<file path="config.mk">
export PLATFORM = sky130hd
export DESIGN_NAME = mpu_alu_seq
export DESIGN_NICKNAME = d
export VERILOG_FILES = /design/src/rtl/mpu_alu_seq.sv
export SDC_FILE = /design/constraint.sdc
export NUM_CORES = 1
export LEC_CHECK = 0
export ABC_AREA = 0
export BUFFER_PORTS_ARGS = -buffer_cell sky130_fd_sc_hd__buf_2
export CORE_ASPECT_RATIO = 1.75
export CORE_MARGIN = 2
export CORE_UTILIZATION = 45
export CTS_BUF_LIST = sky130_fd_sc_hd__clkbuf_4 sky130_fd_sc_hd__clkbuf_8
export DETAILED_ROUTE_END_ITERATION = 10
export GPL_ROUTABILITY_DRIVEN = 0
export PLACE_DENSITY = 0.72
export SLEW_MARGIN = 10
export SYNTH_ARGS = -nofsm -noshare
export SYNTH_HDL_FRONTEND = slang
export SYNTH_SLANG_ARGS = --single-unit
export TNS_END_PERCENT = 30
</file>
<file path="constraint.sdc">
create_clock -name sys_clk -period 8.5 [get_ports sys_clk]
set_input_delay 1.275 -clock sys_clk [delete_from_list [all_inputs] [get_ports sys_clk]]
set_output_delay 1.275 -clock sys_clk [all_outputs]
set_load 0.05 [all_outputs]
</file>
<file path="src/rtl/mpu_alu_seq.sv">
// mpu_alu_seq -- command sequencer for the MPU comparison ALU.
//
// Accepts a command (op, size), collects the operand words that op needs over
// the dat handshake, drives the external ALU for exactly one EXEC cycle,
// registers bit 0 of its result and presents it on the rsp handshake.
//
// Ports
//   sys_clk, sys_rst             clock, asynchronous active-high reset
//   cmd_valid/cmd_ready          command handshake (ready only in IDLE)
//   cmd_op[3:0], cmd_size[1:0]   op code (0 none, 1 mask, 2 masked-equal,
//                                3 less-than) and operand size (8/16/32/64)
//   dat_valid/dat_ready, dat     operand-word handshake (ready only in LOAD)
//   alu_op, alu_size             to ALU; alu_op is nonzero only in EXEC
//   alu_a, alu_b, alu_m0, alu_m1 operand registers to ALU
//   alu_res[63:0]                ALU result, only bit 0 is used
//   rsp_valid/rsp_ready          response handshake (valid only in RESP)
//   rsp_res, rsp_err             boolean result and error flag
module mpu_alu_seq #(
  parameter int DAT_TIMEOUT = 255
) (
  input  logic        sys_clk,
  input  logic        sys_rst,
  input  logic        cmd_valid,
  output logic        cmd_ready,
  input  logic [3:0]  cmd_op,
  input  logic [1:0]  cmd_size,
  input  logic        dat_valid,
  output logic        dat_ready,
  input  logic [31:0] dat,
  output logic [3:0]  alu_op,
  output logic [1:0]  alu_size,
  output logic [63:0] alu_a,
  output logic [63:0] alu_b,
  output logic [63:0] alu_m0,
  output logic [63:0] alu_m1,
  input  logic [63:0] alu_res,
  output logic        rsp_valid,
  input  logic        rsp_ready,
  output logic        rsp_res,
  output logic        rsp_err
);

  localparam int TW = (DAT_TIMEOUT > 0) ? $clog2(DAT_TIMEOUT + 1) : 1;
  // Counter value in the last idle cycle before the timeout fires.
  localparam logic [TW-1:0] TMO_LAST = TW'(DAT_TIMEOUT - 1);

  typedef enum logic [1:0] {S_IDLE, S_LOAD, S_EXEC, S_RESP} state_t;

  state_t      state_q, state_d;
  logic [3:0]  op_q, op_d;
  logic [1:0]  size_q, size_d;
  logic [63:0] a_q, a_d, b_q, b_d, m0_q, m0_d, m1_q, m1_d;
  logic [2:0]  wcnt_q, wcnt_d;
  logic [TW-1:0] tmo_q, tmo_d;
  logic        rsp_res_q, rsp_res_d, rsp_err_q, rsp_err_d;

  logic [2:0]  n_words_s;
  logic [1:0]  opnd_idx_s;
  logic [1:0]  slot_s;       // 0=a, 1=b, 2=m0, 3=m1
  logic        hi_s;
  logic [63:0] old_s, new_s;

  // Only bit 0 of the ALU result carries information.
  logic unused_alu_res;
  assign unused_alu_res = ^alu_res[63:1];

  // Words to load for the latched op/size, and which operand/half the
  // current word belongs to.
  always_comb begin
    n_words_s  = 3'd0;
    opnd_idx_s = (size_q == 2'd3) ? wcnt_q[2:1] : wcnt_q[1:0];
    hi_s       = (size_q == 2'd3) && wcnt_q[0];
    slot_s     = 2'd0;
    case (op_q)
      4'd1: begin
        n_words_s = (size_q == 2'd3) ? 3'd6 : 3'd3;
        case (opnd_idx_s)
          2'd0:    slot_s = 2'd0;
          2'd1:    slot_s = 2'd2;
          default: slot_s = 2'd3;
        endcase
      end
      4'd2: begin
        n_words_s = (size_q == 2'd3) ? 3'd6 : 3'd3;
        case (opnd_idx_s)
          2'd0:    slot_s = 2'd0;
          2'd1:    slot_s = 2'd1;
          default: slot_s = 2'd2;
        endcase
      end
      4'd3: begin
        n_words_s = (size_q == 2'd3) ? 3'd4 : 3'd2;
        slot_s    = (opnd_idx_s == 2'd0) ? 2'd0 : 2'd1;
      end
      default: begin
        n_words_s = 3'd0;
        slot_s    = 2'd0;
      end
    endcase
  end

  // Merge the incoming word into the selected operand register: 64-bit
  // operands fill low half then high half, narrower ones are truncated.
  always_comb begin
    case (slot_s)
      2'd0:    old_s = a_q;
      2'd1:    old_s = b_q;
      2'd2:    old_s = m0_q;
      default: old_s = m1_q;
    endcase
    case (size_q)
      2'd0:    new_s = {56'd0, dat[7:0]};
      2'd1:    new_s = {48'd0, dat[15:0]};
      2'd2:    new_s = {32'd0, dat};
      default: new_s = hi_s ? {dat, old_s[31:0]} : {old_s[63:32], dat};
    endcase
  end

  // Next-state and register update logic.
  always_comb begin
    state_d   = state_q;
    op_d      = op_q;
    size_d    = size_q;
    a_d       = a_q;
    b_d       = b_q;
    m0_d      = m0_q;
    m1_d      = m1_q;
    wcnt_d    = wcnt_q;
    tmo_d     = tmo_q;
    rsp_res_d = rsp_res_q;
    rsp_err_d = rsp_err_q;
    case (state_q)
      S_IDLE: begin
        if (cmd_valid) begin
          op_d      = cmd_op;
          size_d    = cmd_size;
          a_d       = 64'd0;
          b_d       = 64'd0;
          m0_d      = 64'd0;
          m1_d      = 64'd0;
          wcnt_d    = 3'd0;
          tmo_d     = '0;
          rsp_res_d = 1'b0;
          rsp_err_d = 1'b0;
          if (cmd_op == 4'd0) begin
            state_d = S_EXEC;
          end else if (cmd_op <= 4'd3) begin
            state_d = S_LOAD;
          end else begin
            state_d   = S_RESP;
            rsp_err_d = 1'b1;
          end
        end else begin
          state_d = S_IDLE;
        end
      end
      S_LOAD: begin
        if (dat_valid) begin
          tmo_d = '0;
          case (slot_s)
            2'd0:    a_d  = new_s;
            2'd1:    b_d  = new_s;
            2'd2:    m0_d = new_s;
            default: m1_d = new_s;
          endcase
          if (wcnt_q == n_words_s - 3'd1) begin
            state_d = S_EXEC;
          end else begin
            wcnt_d = wcnt_q + 3'd1;
          end
        end else if ((DAT_TIMEOUT != 0) && (tmo_q == TMO_LAST)) begin
          state_d   = S_RESP;
          rsp_res_d = 1'b0;
          rsp_err_d = 1'b1;
        end else if (DAT_TIMEOUT != 0) begin
          tmo_d = tmo_q + 1'b1;
        end else begin
          tmo_d = tmo_q;
        end
      end
      S_EXEC: begin
        rsp_res_d = (op_q == 4'd0) ? 1'b0 : alu_res[0];
        rsp_err_d = 1'b0;
        state_d   = S_RESP;
      end
      S_RESP: begin
        if (rsp_ready) begin
          state_d = S_IDLE;
        end else begin
          state_d = S_RESP;
        end
      end
      default: state_d = S_IDLE;
    endcase
  end

  // State and datapath registers.
  always_ff @(posedge sys_clk or posedge sys_rst) begin
    if (sys_rst) begin
      state_q   <= S_IDLE;
      op_q      <= 4'd0;
      size_q    <= 2'd0;
      a_q       <= 64'd0;
      b_q       <= 64'd0;
      m0_q      <= 64'd0;
      m1_q      <= 64'd0;
      wcnt_q    <= 3'd0;
      tmo_q     <= '0;
      rsp_res_q <= 1'b0;
      rsp_err_q <= 1'b0;
    end else begin
      state_q   <= state_d;
      op_q      <= op_d;
      size_q    <= size_d;
      a_q       <= a_d;
      b_q       <= b_d;
      m0_q      <= m0_d;
      m1_q      <= m1_d;
      wcnt_q    <= wcnt_d;
      tmo_q     <= tmo_d;
      rsp_res_q <= rsp_res_d;
      rsp_err_q <= rsp_err_d;
    end
  end

  assign cmd_ready = (state_q == S_IDLE);
  assign dat_ready = (state_q == S_LOAD);
  assign rsp_valid = (state_q == S_RESP);
  assign rsp_res   = rsp_res_q;
  assign rsp_err   = rsp_err_q;
  assign alu_op    = (state_q == S_EXEC) ? op_q : 4'd0;
  assign alu_size  = size_q;
  assign alu_a     = a_q;
  assign alu_b     = b_q;
  assign alu_m0    = m0_q;
  assign alu_m1    = m1_q;

endmodule

</file>
# Yosys cells after proc, flatten, opt, wreduce, memory -nomap -nowiden
# Index checks and enable logic that the tools add are counted.
[classes] n_addsub=3 div_mod_pow=0 n_shift=0 eq_ne=26 n_reduce_logical=20 multipliers=0 bitwise=0 n_lt_le_gt_ge=1 muxes=52
[op_table] operator="$mux 64" count=10
[op_table] operator="$pmux 64 s2" count=4
[op_table] operator="$pmux 64 s3" count=2
[op_table] operator="$mux 8" count=3
[op_table] operator="$reduce_and 4->1" count=6
[op_table] operator="$mux 2" count=8
[op_table] operator="$pmux 8 s2" count=1
[op_table] operator="$mux 3" count=5
[op_table] operator="$pmux 3 s2" count=2
[op_table] operator="$eq 2x2->1 const B" count=5
[op_table] operator="$mux 1" count=10
[op_table] operator="$ne 2x2->1 const B" count=5
[op_table] operator="$add 8x1->8 const B" count=1
[op_table] operator="$eq 2x1->1 const B" count=4
[op_table] operator="$eq 4x2->1 const B" count=2
[op_table] operator="$eq 8x8->1 const B" count=1
[op_table] operator="$logic_not 2->1" count=4
[op_table] operator="$logic_not 4->1" count=2
[op_table] operator="$ne 2x1->1 const B" count=4
[op_table] operator="$pmux 2 s2" count=2
[op_table] operator="$pmux 2 s4" count=1
[op_table] operator="$ne 3x2->1 const B" count=2
[op_table] operator="$pmux 1 s3" count=2
[op_table] operator="$pmux 2 s3" count=1
[op_table] operator="14 further kinds" count=15
[word_totals] rom_bits=0 ff_bits=277 wordCells=113 inputBits=107 out_inout_bits=267 latchBits=0 mem_bits_rw=0 mem_count=0

# Logic depth before layout (Yosys ltp)
[logic_depth] depth_word=12 ltp_mapped=11 mapped_depth_nobuf=7

# Least setup slack after synthesis
# Ideal clock, no wire load.
[synth_path] path_type="register to register" from="register state_q[0]" to="register a_q[21] (netlist: alu_a[21])" n_path_buf=4 setup_time_ps=125 slack_ps=5659 stages_incl_launch_ff=11 synth_period_minus_slack_ps=2841 required_time_ps=8375 arrival_ps=2716 cell_sequence="dfrtp_1 -> inv_1 -> ha_1 -> clkbuf_1 -> mux2_2 -> and2_1 -> buf_2 -> o21ai_0 -> buf_2 -> buf_2 -> mux2_2"
[synth_between] elab_chain_cells=3 word_cells_on_any_way=8 classes_between="eq/ne (4); mux (1); reduce/logical (3)"
[synth_rtl] element="start, declared" line_no="49" text="state_t state_q, state_d;"
[synth_rtl] element="start signal, assigned" line_no="212" text="state_q <= state_d;"
[synth_rtl] element="$logic_not 2->1 (*)"
[synth_rtl] element="net cmd_ready" line_no="24" text="output logic cmd_ready,"
[synth_rtl] element="$ne 2x2->1 (no source line) or $reduce_bool 2->1 (tied branches)"
[synth_rtl] element="$reduce_and 4->1 (no source line)"
[synth_rtl] element="end signal, assigned" line_no="203" text="a_q <= 64'd0;"
[synth_rtl] element="end signal, assigned" line_no="215" text="a_q <= a_d;"
[synth_rtl] element="end, declared" line_no="52" text="logic [63:0] a_q, a_d, b_q, b_d, m0_q, m0_d, m1_q, m1_d;"
# The timed path passes the listed nets; every way through them passes the cells marked *.
# A chain may end at the register's enable or synchronous reset.

# Final worst setup path
[layout_path] from="register op_q[1]" to="register m0_q[18] (netlist: alu_m0[18])"
[layout_between] elab_chain_cells=9 word_cells_on_any_way=15 classes_between="eq/ne (6); mux (7); reduce/logical (2)"
[layout_rtl] element="start, declared" line_no="50" text="logic [3:0] op_q, op_d;"
[layout_rtl] element="start signal, assigned" line_no="213" text="op_q <= op_d;"
[layout_rtl] element="$eq 4x2->1 or $eq 4x1->1 (tied branches)" line_no="74" text="case (op_q)"
[layout_rtl] element="$pmux 2 s3 (*)" line_no="74"
[layout_rtl] element="$eq 2x2->1, or another cell as far along" line_no="105, 160"
[layout_rtl] element="$pmux 64 s3" line_no="105" text="case (slot_s)"
[layout_rtl] element="$mux 64" line_no="115" text="default: new_s = hi_s ? {dat, old_s[31:0]} : {old_s[63:32], dat};"
[layout_rtl] element="$pmux 64 s3" line_no="111" text="case (size_q)"
[layout_rtl] element="$mux 64" line_no="160" text="case (slot_s)"
[layout_rtl] element="$mux 64" line_no="158" text="if (dat_valid) begin"
[layout_rtl] element="$pmux 64 s2" line_no="132" text="case (state_q)"
[layout_rtl] element="end signal, assigned" line_no="217" text="m0_q <= m0_d;"
[layout_rtl] element="end, declared" line_no="52"
# Mark *: on every way between the ends. The rest lies on a longest branch, timed or not. The select of a mux whose other input is x is not followed.

==> out/metrics.sh <==
CORE_REGION_AREA_UM2=32200
POWER_FRAC_CLOCK=0.179
GLOBALROUTETOTALUTIL=0.297
MEAN_CELL_AREA_OF_THE_MAPPED_NETLIST_UM2=10.5
PWRDENS_nW_PER_UM2=419
CRITICAL_PATH_REQUIRED_NS=8.95
STATUS='finished, final reports clean'
TIMING.FINAL.CRIT_SHARE=0.522
SEQUENTIAL_CELL_AREA_UM2=6930
LAYOUT_SETUP_WS_NS=4.07
CLOCK_SINKS=277
FINALWORSTPATHREQUIREDPERIOD_NS=4.43
PLACE.PORT_BUFFERS=310
YOSYS.AREA.TOP_TYPE_SHARE=0.472
SYNTH_AREA_LEADERS='dfrtp_1 47%, mux2_2 5.6%, o21ai_0 5.2%'
POWER_LEAKAGE_nW=8.26
POST_CTS_BUFFERS=0
CTS_BUFFERS=43
GRT_PASS1_WL_MM=79.0
NET-SWITCHING-POWER_W=0.00387
DP_HPWL_MM=32.1
FINAL-HOLD-VIOLATION-COUNT=0
FINAL.FILL_COUNT=2830
TOTAL_VIAS_IN_THE_FINAL_ROUTE=13300
TIMING.CRITICAL_PATH.TO_TYPE='flop'
ROUTEDWLPERCELL_UM=24.9
IOS=374
CTS_TREE='built'
FINALCOREUTILIZATION=0.537
CAP_VIOLATIONS=0
FIRSTDRTPASSITERS=7
LAYOUT-DRIVE-GT1-SHARE=0.333
STD_CELL_ROWS=87
SW_FRAC_OF_TOTAL=0.533
GRT.OVERFLOW.TOTAL=0
FIRST_GLOBAL_VIAS=13600
CTS.ROOT.BUFFER_CELL='clkbuf_8'
UNREPAIRED_SETUP_ENDPOINTS_AFTER_GLOBAL_ROUTING='false'
SLEW_LIMIT_HEADROOM=0.160
MULTIINPUTGATEAREA_UM2=6800
COMB_POWER_SHARE=0.538
DRCVIOLATIONCOUNT=0
SYNTH_FLOP_CELL='dfrtp_1'
DRT_ITER0_DRC=1044
SYN2LAYOUT_AREA_GROWTH_PCT=18.0
SYNTH_EDF_COUNT=0
ROUTED_WIRE_LENGTH_MM=51.7
CRIT_TYPE='flop to flop'
DIE-WIDTH_UM=141
CRITICAL_PATH_PEAK_FANOUT=45
FLOORPLAN.INITIALDENSITY=0.455
POST-SYNTH-TOP-AREA-CELL='dfrtp_1'
SETUP_VIOL=0
CLKTRANSATPATHREGS_NS=0.07
SLEW_VIOLATIONS=0
WORST_CASE_CLOCK_SKEW_NS=0.0455
POSTSYNTH.ASYNCRESETSHARE=1.00
POST_DRT_VIA_CELL_RATIO=6.39
SYN-CELL-AREA_UM2=14700
WORSTMARGINPINSLEW_NS=1.26
SYNTH_SEQ_CELLS=277
GRT_START_MAX_NET_PINS=153
SYNTH.YOSYS.SEQ_AREA_SHARE=0.472
TOTALNEGATIVESETUPSLACK_NS=0
START_KIND='flop'
PLACE_WS_NS=4.11
POWER.TOTAL_W=0.00726
HTREEDEPTH=2
CTS_REPAIR_RESIZE_COUNT=0
SEQUENTIALPOWERSHARE=0.283
SYNTH.DISTINCT_CELLS=70
SYNTH_NETS=1510
DIEAREA_UM2=34100
TIMING.CRITICAL_PATH.ARRIVAL_NS=4.88
FIN_NETS=1758
ANTENNA_VIOLATING_NETS_POST_ROUTE=0
INTERNAL-POWER_W=0.00339
SYNTHESIS.YOSYS.WARNINGS=0
WORST_IR_DROP_VDD_uV=300
ANTENNA_FOUND_INITIAL=2
FMAX_GHz=0.226
DIE-HEIGHT_UM=243
WORST_SKEW_PAIR.LATE_LATENCY_NS=0.59
SYN_INST_COUNT=1396
CTS_HOLD_BUFFERS=0
WORSTHOLDPATHTYPE='flop to flop'
MAX_BUFFERS_ROOT_TO_SINK=3
FIN_HOLD_WS_NS=0.501
-- final timing paths --
path | end | from | slack, ns | cells after the start
min | alu_m1[45]$_DFFE_PP0P_ | alu_m1[45]$_DFFE_PP0P_ | 0.50 | 2
min reg2reg | alu_m1[45]$_DFFE_PP0P_ | alu_m1[45]$_DFFE_PP0P_ | 0.50 | 2
min in group asynchronous | alu_b[6]$_DFFE_PP0P_ | sys_rst | 0.73 | 2
max in group asynchronous | alu_a[33]$_DFFE_PP0P_ | sys_rst | 5.94 | 4
max | alu_m0[18]$_DFFE_PP0P_ | op_q[1]$_DFFE_PP0P_ | 4.07 | 6
max reg2reg | alu_m0[18]$_DFFE_PP0P_ | op_q[1]$_DFFE_PP0P_ | 4.07 | 6
-- logic make-up (layout without fill, tap and decap cells) --
family / after synthesis / after routing / synth area share
adder cells (fa/ha/maj): 7 / 7 / 0.00597
flip-flops: 277 / 277 / 0.472
multiplexers: 174 / 174 / 0.132
buffers and inverters: 215 / 494 / 0.0716
AO/OA/AOI/OAI: 513 / 513 / 0.249
other: 0 / 2 / 0
XOR/XNOR: 5 / 5 / 0.00298
AND/OR/NAND/NOR: 205 / 205 / 0.0663
-- layer usage --
| layer | up-vias | track usage | wire length (µm) |
|---|---|---|---|
| met3 | 198 | 0.0608 | 4300 |
| met2 | 755 | 0.502 | 25300 |
| li1 | 5715 | - | - |
| met5 | - | 0 | 13 |
| met1 | 6603 | 0.335 | 18600 |
| met4 | 2 | 0.200 | 3520 |
-- synthesized netlist by cell type (6+ instances only) --
cell        n
a21o_1     15
dfrtp_1   277
clkbuf_1   58
a221o_1    14
buf_6      13
a221oi_1   31
and3b_1     8
o221ai_1   36
a31o_2     22
nand2b_1   25
a31oi_1    19
nand3_1     7
and2_1      7
o211a_1    14
o221a_2     7
a22oi_1    18
nand2_1   118
mux2_4     20
o311ai_1   15
ha_1        7
o21a_1      8
buf_4      11
mux2i_1    75
o311ai_0   16
nor2_1      9
a21oi_1    38
nor3_1     11
o211ai_1   51
o21ai_0   151
mux2_2     73
o21ai_1    15
mux2_1      6
a41oi_1    11
inv_1      82
buf_2      45
o31ai_1    10
-- flip-flops by register name, indices dropped and copies added (netlist names), 3 cells and up --
signal  count
alu_b      64
tmo_q       8
op_q        4
wcnt_q      3
alu_a      64
alu_m1     64
alu_m0     64
-- power groups by stage --
stage,clock network (W),logic [W],registers (W)
2_1_floorplan,0,0.00166,0.00324
3_3_place_gp,0,0.00385,0.00204
3_5_place_dp,0,0.00388,0.00206
4_1_cts,0.00132,0.00389,0.00204
5_1_grt,0.00138,0.00408,0.00210
6_report,0.00130,0.00391,0.00205
-- through the flow --
step	instance area, µm²	cells
2_1_floorplan	14700	1396
3_3_place_gp	16300	1999
3_5_place_dp	16300	1999
4_1_cts	17300	2075
5_1_grt	17300	2076
6_report	17300	2077
-- cell type report --
| class | instances | area share |
|---|---|---|
| antenna | 2 | 0.000289 |
| clock buffer | 70 | 0.0513 |
| clock inverter | 6 | 0.00643 |
| inverter | 83 | 0.0182 |
| multi-input combinational | 904 | 0.393 |
| sequential | 277 | 0.400 |
| tap | 400 | 0.0289 |
| timing repair buffer | 335 | 0.102 |
-- worst max-delay path: stages (launching register included) --
cell     delay (ns)
dfrtp_1        0.51
or4b_2         1.20
a31oi_4        0.60
a31oi_1        0.23
a21oi_4        0.90
buf_12         0.41
mux2_1         0.37
-- layout by cell type (no fill, tap or decap), types with 11 or more instances in the layout --
cell type and count:
a31o_2 22, buf_2 310, nand2_1 118, o21ai_1 14, nand2b_1 25, a21oi_1 36
o311ai_0 16, o311ai_1 15, o21ai_0 150, clkbuf_8 58, a31oi_1 19, o211a_1 14
nor3_1 11, dfrtp_1 277, a21o_1 15, buf_4 23, o221ai_1 36, inv_1 80
clkbuf_4 12, a22oi_1 18, o211ai_1 51, a221oi_1 31, a221o_1 14, mux2_4 20
a41oi_1 11, mux2_2 73, mux2i_1 75
(Power assumes the default switching activity.)
